File: src/rtl/counter_updown_mod.sv
// Modulo up/down counter with range 0..MAX, variable step, clear/load and wrap-or-saturate.
// ovf is a registered one-cycle flag marking a count that crossed 0 or MAX.
module counter_updown_mod #(
    parameter int BITS     = 4,
    parameter int MAX      = 2**BITS - 1,
    parameter int SATURATE = 0
) (
    input  logic            clk,
    input  logic            reset_n,
    input  logic            clear,
    input  logic            load,
    input  logic [BITS-1:0] load_value,
    input  logic            enable,
    input  logic            up,
    input  logic [BITS-1:0] step,
    output logic [BITS-1:0] q,
    output logic            ovf,
    output logic            at_max,
    output logic            at_min
);

    localparam logic [BITS:0]   MAX_X = (BITS+1)'(MAX);
    localparam logic [BITS:0]   MOD_X = (BITS+1)'(MAX + 1);
    localparam logic [BITS-1:0] MAX_Q = BITS'(MAX);

    if (MAX < 1 || MAX > 2**BITS - 1) begin : g_max_range
        $error("counter_updown_mod: MAX=%0d outside 1..%0d", MAX, 2**BITS - 1);
    end

    logic [BITS-1:0] r_q;
    logic            r_ovf;
    logic [BITS:0]   w_q_x;
    logic [BITS:0]   w_step_x;
    logic [BITS:0]   w_load_x;
    logic [BITS:0]   w_s;
    logic [BITS:0]   w_sum;
    logic [BITS-1:0] w_q_next;
    logic            w_ovf_next;

    // One extra bit of headroom: q + s and q + (MAX+1) - s never exceed 2*MAX.
    assign w_q_x    = {1'b0, r_q};
    assign w_step_x = {1'b0, step};
    assign w_load_x = {1'b0, load_value};
    assign w_s      = (w_step_x > MAX_X) ? MAX_X : w_step_x;
    assign w_sum    = w_q_x + w_s;

    always_comb begin
        w_q_next   = r_q;
        w_ovf_next = 1'b0;
        if (clear) begin
            w_q_next = '0;
        end else if (load) begin
            w_q_next = (w_load_x > MAX_X) ? MAX_Q : load_value;
        end else if (enable) begin
            if (up) begin
                if (w_sum > MAX_X) begin
                    w_ovf_next = 1'b1;
                    w_q_next   = (SATURATE != 0) ? MAX_Q : BITS'(w_sum - MOD_X);
                end else begin
                    w_q_next = BITS'(w_sum);
                end
            end else begin
                if (w_s > w_q_x) begin
                    w_ovf_next = 1'b1;
                    w_q_next   = (SATURATE != 0) ? '0 : BITS'(w_q_x + MOD_X - w_s);
                end else begin
                    w_q_next = BITS'(w_q_x - w_s);
                end
            end
        end
    end

    always_ff @(posedge clk or negedge reset_n) begin
        if (!reset_n) begin
            r_q   <= '0;
            r_ovf <= 1'b0;
        end else begin
            r_q   <= w_q_next;
            r_ovf <= w_ovf_next;
        end
    end

    assign q      = r_q;
    assign ovf    = r_ovf;
    assign at_max = (r_q == MAX_Q);
    assign at_min = (r_q == '0);

endmodule

File: config.mk
export PLATFORM = sky130hd
export DESIGN_NAME = counter_updown_mod
export DESIGN_NICKNAME = d
export VERILOG_FILES = /design/src/rtl/counter_updown_mod.sv
export SDC_FILE = /design/constraint.sdc
export NUM_CORES = 1
export LEC_CHECK = 0
export BUFFER_PORTS_ARGS = -buffer_cell sky130_fd_sc_hd__buf_4
export CAP_MARGIN = 25
export CORE_MARGIN = 3
export CORE_UTILIZATION = 40
export DETAILED_ROUTE_END_ITERATION = 6
export PLACE_DENSITY = 0.74
export RECOVER_POWER = 25
export SLEW_MARGIN = 30
export SYNTH_ARGS = -nofsm -noshare
export SYNTH_HDL_FRONTEND = slang
export SYNTH_SLANG_ARGS = --single-unit
File: constraint.sdc
create_clock -name clk -period 1.95 [get_ports clk]
set_input_delay 0.2925 -clock clk [delete_from_list [all_inputs] [get_ports clk]]
set_output_delay 0.2925 -clock clk [all_outputs]
set_load 0.01 [all_outputs]
Word level (Yosys, flattened, before mapping)
Index checks and enable logic that the tools add are counted.

Input port bits: 14. Output and inout port bits: 7. Word-level logic and storage cells: 28. Register bits: 5.

Add/sub/neg operators: 5. Multiplexer cells: 14. Magnitude comparators: 4. Reductions and logical operators: 2. Eq/ne operators: 1.

Operators with widths (count): 4-bit two-way mux (8); 4-bit greater-than comparator (second input constant) (2); 4-bit subtractor (2); 1-bit two-way mux (6); 4-bit by 4-bit adder with 5-bit output (1); 5-bit by 4-bit greater-than comparator with 1-bit output (second input constant) (1); 4-bit by 1-bit adder with 4-bit output (second input constant) (1); 4-bit equality test (second input constant) (1); 4-bit greater-than comparator (1); 4-bit zero test (1); 4-bit by 1-bit subtractor with 4-bit output (second input constant) (1); 3-bit nonzero test (1).

Longest topological paths before layout
Gate-level depths: netlist (run 1).

Depth after elaboration: 9. Depth in mapped cells: 8. Mapped depth without buffers: 8.

Worst setup path before layout (run 1)
No wires, ideal clock.

Kind: reg-to-reg. Start: register r_q[0], in the netlist q[0]. End: register r_ovf, in the netlist ovf. Setup slack: 0.135 ns. Cell stages (with the launch flop): 9. Required time: 1.845 ns. Setup time: 0.105 ns. Path buffers: 0. Period minus slack after synthesis: 1.815 ns. Data arrival time: 1.710 ns. Cells stage by stage: dfrtp_1 inv_1 ha_1 inv_1 fa_1 a21o_1 a211oi_1 a21oi_1 nor4b_1.

Cells in the longest elaborated chain, start to end: 7. Elaborated cells between the ends (all ways): 9. Classes of those cells: add/sub: 1; order compare: 2; mux: 6.

RTL lines: start: declaration (line 30) `logic [BITS-1:0] r_q;`; start signal: assignment (line 78) `r_q <= w_q_next;`; 4-bit by 4-bit adder with 5-bit output (line 45) `assign w_sum = w_q_x + w_s;`; 5-bit by 4-bit greater-than comparator with 1-bit output (line 56) `if (w_sum > MAX_X) begin`; 1-bit two-way mux (line 56); 1-bit two-way mux * (line 55) `if (up) begin`; 1-bit two-way mux * (line 54) `end else if (enable) begin`; 1-bit two-way mux * (line 52) `end else if (load) begin`; 1-bit two-way mux * (line 50) `if (clear) begin`; via w_ovf_next (line 38) `logic w_ovf_next;`; end signal: assignment (line 79) `r_ovf <= w_ovf_next;`; end: declaration (line 31) `logic r_ovf;`.

The timed path passes the listed nets; every way through them passes the cells marked *. A chain may end at the register's enable or synchronous reset.

Worst setup path in the final report (run 1)
Ends and elaborated chain as after synthesis.

==> results of run 1 <==
-- worst max-delay path, delay by kind of cell, from the launching register on --
kind            cells  cell delay [ns]
compound gates      3             0.46
buf+inv             1             0.05
fa+ha+maj           2             0.58
flops               1             0.38
simple gates        1             0.28
-- synthesized netlist by cell type, drive strengths merged, types with 2 or more instances --
cell	count
fa	2
nor2b	2
nor3	3
a21oi	6
a211oi	3
buf	3
nor3b	2
nand2	2
mux2i	2
inv	8
dfrtp	5
and2b	2
ha	8
nor2	4
-- worst min path at each step --
stage	to	slack (ns)	startpoint
after floorplan	ovf	-0.003	reset_n
after global placement	q[1]	0.1	reset_n
after detailed placement	q[1]	0.1	reset_n
after CTS	q[1]	0.24	clear
after global routing	q[0]	0.25	clear
final	q[1]	0.24	clear
-- area by class of cell --
| cell class | instances | share of cell area (%) |
|---|---|---|
| repair buffers | 23 | 21.6 |
| multi-input cells | 50 | 52.9 |
| flip-flops and latches | 5 | 16.0 |
| inverters | 8 | 3.79 |
| clock buffers | 4 | 3.32 |
| well taps | 15 | 2.37 |
-- state kept, by name, summed over array words and instances (netlist names) --
name and count:
q 4, ovf 1
-- per-layer routing --
metal | part of all wire (%) | up-vias | GRT usage, %
met3 | 6.6 | 2 | 2.85
met5 | 0 | - | 0
li1 | - | 279 | -
met4 | 1.0 | 0 | 9.04
met2 | 51 | 21 | 28.7
met1 | 41 | 269 | 17.8
-- kinds of logic after synthesis --
logic type	after synthesis	synth area share, %
xor gates and xnor gates	1	1.47
muxes	3	5.24
adders and majority gates	10	23.5
AOI/OAI and AO/OA	15	17.2
DFF	5	21.0
and+or+nand+nor	21	21.6
buffers and inverters	11	10.1
-- what timing repair did --
item,in CTS,in global routing
resized for setup,0,4
hold buffers,1,0
pin swaps,0,2
setup buffers,1,0
endpoints found under the setup margin,1,2
hold endpoints to repair,5,0
cloned,0,0
-- report_power, final --
group	internal (mW)	switching, mW	leakage [nW]	total, mW
logic	0.0903	0.0835	0.312	0.174
registers	0.113	0.0128	0.0643	0.126
clock network	0.0777	0.0481	0.0150	0.126
total	0.281	0.144	0.391	0.426
-- per-stage QoR --
stage | hold WS (ns) | instance area (um2) | setup slack [ns] | power (mW) | cells
global route | 0.253 | 792 | 0.0148 | 0.457 | 105
global placement | 0.0967 | 743 | 0.113 | 0.290 | 99
finish | 0.241 | 792 | 0.0912 | 0.426 | 105
detailed placement | 0.0975 | 743 | 0.0181 | 0.295 | 99
floorplan | -0.00309 | 597 | 0.135 | 0.228 | 66
CTS | 0.239 | 787 | 0.0418 | 0.429 | 105
==> flow_summary.toml, run 1 <==
[power]
powerDensity_nw_per_um2 = 537
peakVddDrop_mv = 0.241
p_leak_nw = 0.391

[flow_run]
drv_cap = 0

[synthesis]
netlist_instances = 66
synth_area_leader_cell = "dfrtp_1"
syn_area_per_cell_um2 = 9.04
synth_area_um2 = 597
yosysSeqAreaShare_pct = 21.0
ys_warn_count = 0
synth.top_cell.area_share_pct = 21.0
synth_flop_cell = "dfrtp_1"
synth-edff-count = 0
ys_types = 29
ys_ff_latch = 5
syn_nets = 90
synthArstFlopShare_pct = 100
synth_area_leaders = "dfrtp_1 21%, ha_1 17%, fa_1 6.7%"

[place]
gp_congestion = 0.788
io_buffers = 20
dpl.hpwl_um = 1150

[global_route]
grt_usage_pct = 16.2
grt_pass1_vias = 566
grt_overflow = 0
antenna_found_initial = 0
grt_max_degree = 11
grt_pass1_wl_um = 2360

[routing]
final_antenna_net_count = 0
postRouteWirelength_um = 1450
drc = 0
dr_total_vias = 571
initialDrtViolationCount = 10
wl_per_cell_um = 13.8
via_per_inst = 5.44
first_pass_iters = 4

[layout]
layout_common_cells = "21 x buf_4, 8 x ha_1, 7 x inv_1"
diodes = 0
area_growth_pct = 32.7
postLayoutCoreUtil_pct = 58.7
final_common_cell = "buf_4"
final_nets = 115
regArea_um2 = 126
fillerInstances = 122
multiInputGateArea_um2 = 419
drive_gt1_share_pct = 35.6

[cts]
clock_sinks = 5
tritoncts = "built"
clkLatencyLatePin_ns = 0.25
clockRootBuffer = "clkbuf_4"
cts.htree.levels = 1
clkTransAtPathRegs_ns = 0.05
clock_path_buffers = 2
numCtsBuffers = 3

[critical_path]
endpoint = "ovf"
worstPathArrival_ns = 2.00
crit_start = "q[0]"
path_cells = "ha_1, inv_1, fa_1, o21ba_2, o21bai_1, a21oi_1, nor4b_1"
slowest_stage = "fa_1"
critPathKind = "reg -> reg"
worst_setup_path_end_kind = "flop"
worstReg2RegEnd = "ovf"
r2r_start = "q[0]"
crit_required_ns = 2.10
r2r_slack_ns = 0.09
cp_max_fo = 3
reg2reg_depth = 7
cpPeakStageDelay_ns = 0.40
cp-start-kind = "flop"

[sta]
period_share_pct = 95.3
setup_viol = 0
hold_violations = 0
fin_tns_setup_ns = 0
relSlewSlack_pct = 80.9
maxSlewViolCount = 0
finClkSkew_ns = 0.000916
fmax_mhz = 538
rsz0062_at_grt = "no"
tightestPinTransition_ns = 0.283
fin_crit_ns = 1.86

[worst_hold_path]
holdPathStages = 2
hold_path.class = "in -> reg"

[run_status]
outcome = "completed"

[floorplan]
num_rows = 13
pin_count = 21
core-area_um2 = 1350
die_h_um = 44.6
initial_core_util_pct = 44.2
die_w_um = 44.6
die_area_um2 = 1990
Note: power is estimated with default switching activity, not from simulation.
==> run 2: changes to the inputs <==
BUFFER_PORTS_ARGS = -buffer_cell sky130_fd_sc_hd__buf_2   (was -buffer_cell sky130_fd_sc_hd__buf_4)
==> run 2 against run 1 <==
Critical path depth rose by 1. Register-to-register slack got worse by 0.04 ns. Clock power fell by 3%. Highest routed layer is now met3. Count of clock-buffer cells in the layout did not move. Die area did not move. First-iteration DRC count fell by 60%. Largest power group unchanged. Fmax fell by 2.3%. Core utilization fell by 0.83 points. Cell count did not move. Combinational power fell by 4%. Clock skew rose by 0.0080 ns.
==> flow_summary.toml, run 2 (synthesis gave the netlist of run 1 again) <==
[routing]
final_antenna_net_count = 0
postRouteWirelength_um = 1410
initialDrtViolationCount = 4
first_pass_iters = 4
via_per_inst = 5.21
drc = 0
dr_total_vias = 547
wl_per_cell_um = 13.4

[critical_path]
worst_setup_path_end_kind = "flop"
critPathKind = "reg -> reg"
worstPathArrival_ns = 2.05
cp-start-kind = "flop"
cp_max_fo = 4
slowest_stage = "dfrtp_1"
cpPeakStageDelay_ns = 0.40
path_cells = "buf_6, ha_4, inv_1, fa_2, o21ba_2, o21bai_1, a21oi_1, nor4b_2"
crit_required_ns = 2.09

[place]
dpl_cell_area_um2 = 686
dpl.hpwl_um = 1050
io_buffers = 20
placed_cells = 98
gp_congestion = 0.763

[cts]
tritoncts = "built"
clock_path_buffers = 2
clkTransAtPathRegs_ns = 0.05
numCtsBuffers = 3
clockRootBuffer = "clkbuf_4"
clkLatencyLatePin_ns = 0.24
clock_sinks = 5
cts.htree.levels = 1

[power]
intPower_mw = 0.271
power_mw = 0.416
powerDensity_nw_per_um2 = 533
peakVddDrop_mv = 0.263
pwr-share-clk_pct = 29.3
p_switching_mw = 0.145
combPwrFrac_pct = 40.0
switching_share_pct = 34.8
p_leak_nw = 0.381
p_seq_share_pct = 30.7

[sta]
fmax_mhz = 526
finClkSkew_ns = 0.00890
tightestPinTransition_ns = 0.265
relSlewSlack_pct = 82.1
setup_viol = 0
hold_violations = 0
fin_crit_ns = 1.90
maxSlewViolCount = 0
period_share_pct = 97.6
whs_ns = 0.286

[worst_hold_path]
hold_path.class = "in -> reg"

[layout]
final_common_cell = "buf_2"
diodes = 0
layout_common_cells = "19 x buf_2, 6 x inv_1, 6 x a21oi_1, 6 x ha_1, 5 x dfrtp_1"
largest_reg_flops = 4
drive_gt1_share_pct = 40.0
stdcell_count = 105
area_growth_pct = 30.8
fin_area_um2 = 781
final_nets = 115

[global_route]
grt_use_met2_pct = 23.2
use_met1_pct = 19.9
grt_overflow = 0
grt_pass1_wl_um = 2150
grt_usage_pct = 14.2
antenna_found_initial = 0
grtUsageMet3_pct = 1.22
grt_pass1_vias = 521
busiest_layer = "met2"
grt_max_degree = 11

[floorplan]
die_h_um = 44.6
die_area_um2 = 1990
initial_core_util_pct = 44.2
pin_count = 21
core-area_um2 = 1350
num_rows = 13
die_w_um = 44.6

[run_status]
outcome = "completed"

[flow_run]
drv_cap = 0
[run 2: cell count changes in the layout (fill, tap and decap cells not counted), moves of 2 or more]
cell / delta
buf_2: +19
buf_4: -20
ha_1: -2
ha_4: +2
[run 2: power by group through the flow]
stage,Combinational (mW),Clock [mW],Sequential [mW]
2_1_floorplan,0.0985,0,0.130
3_3_place_gp,0.142,0,0.128
3_5_place_dp,0.146,0,0.129
4_1_cts,0.149,0.119,0.128
5_1_grt,0.187,0.124,0.130
6_report,0.167,0.122,0.128
[run 2: layout make-up]
type	count	area, um2
Inverter	8	30.0
Fill cell	128	569
Multi-Input combinational cell	50	453
Timing Repair Buffer	23	128
Sequential cell	5	125
Tap cell	15	18.8
Clock buffer	4	26.3
[run 2: path summary, 6_finish.rpt]
path / slack [ns] / cells after the start / endpoint / start
max in group asynchronous: 1.30 / 2 / q[2] / reset_n
hold / removal: 0.29 / 3 / q[1] / load_value[1]
hold reg to reg: 0.81 / 3 / q[1] / q[1]
setup / recovery: 0.05 / 8 / ovf / q[0]
min in group asynchronous: 0.44 / 2 / ovf / reset_n
setup reg to reg: 0.05 / 8 / ovf / q[0]
[run 2: critical path, delay by kind of cell, from the launching register on]
kind	cells	cell delay (ns)
buf+inv	2	0.18
fa+ha+maj	2	0.46
compound gates	3	0.46
simple gates	1	0.30
flops	1	0.40
[run 2: per-stage QoR]
stage               setup slack, ns  util [%]  TNS, ns
floorplan                     0.135         -        0
global placement              0.115      50.8        0
detailed placement           0.0609      50.8        0
CTS                          0.0587      53.5        0
global route                -0.0396      57.8  -0.0396
finish                       0.0475      57.8        0
[run 2: repair_timing]
item,in CTS,in global routing
hold endpoints to repair,5,0
hold buffers,1,0
setup endpoints to repair,0,2
resized for setup,0,11
buffers inserted,0,2
[run 2: layer usage]
metal / wire [um] / up-vias / part of all wire [%]
met5: 0 / - / 0
met4: 0 / 0 / 0
met3: 71 / 0 / 5.0
met2: 677 / 19 / 48
met1: 660 / 250 / 47
li1: - / 278 / -
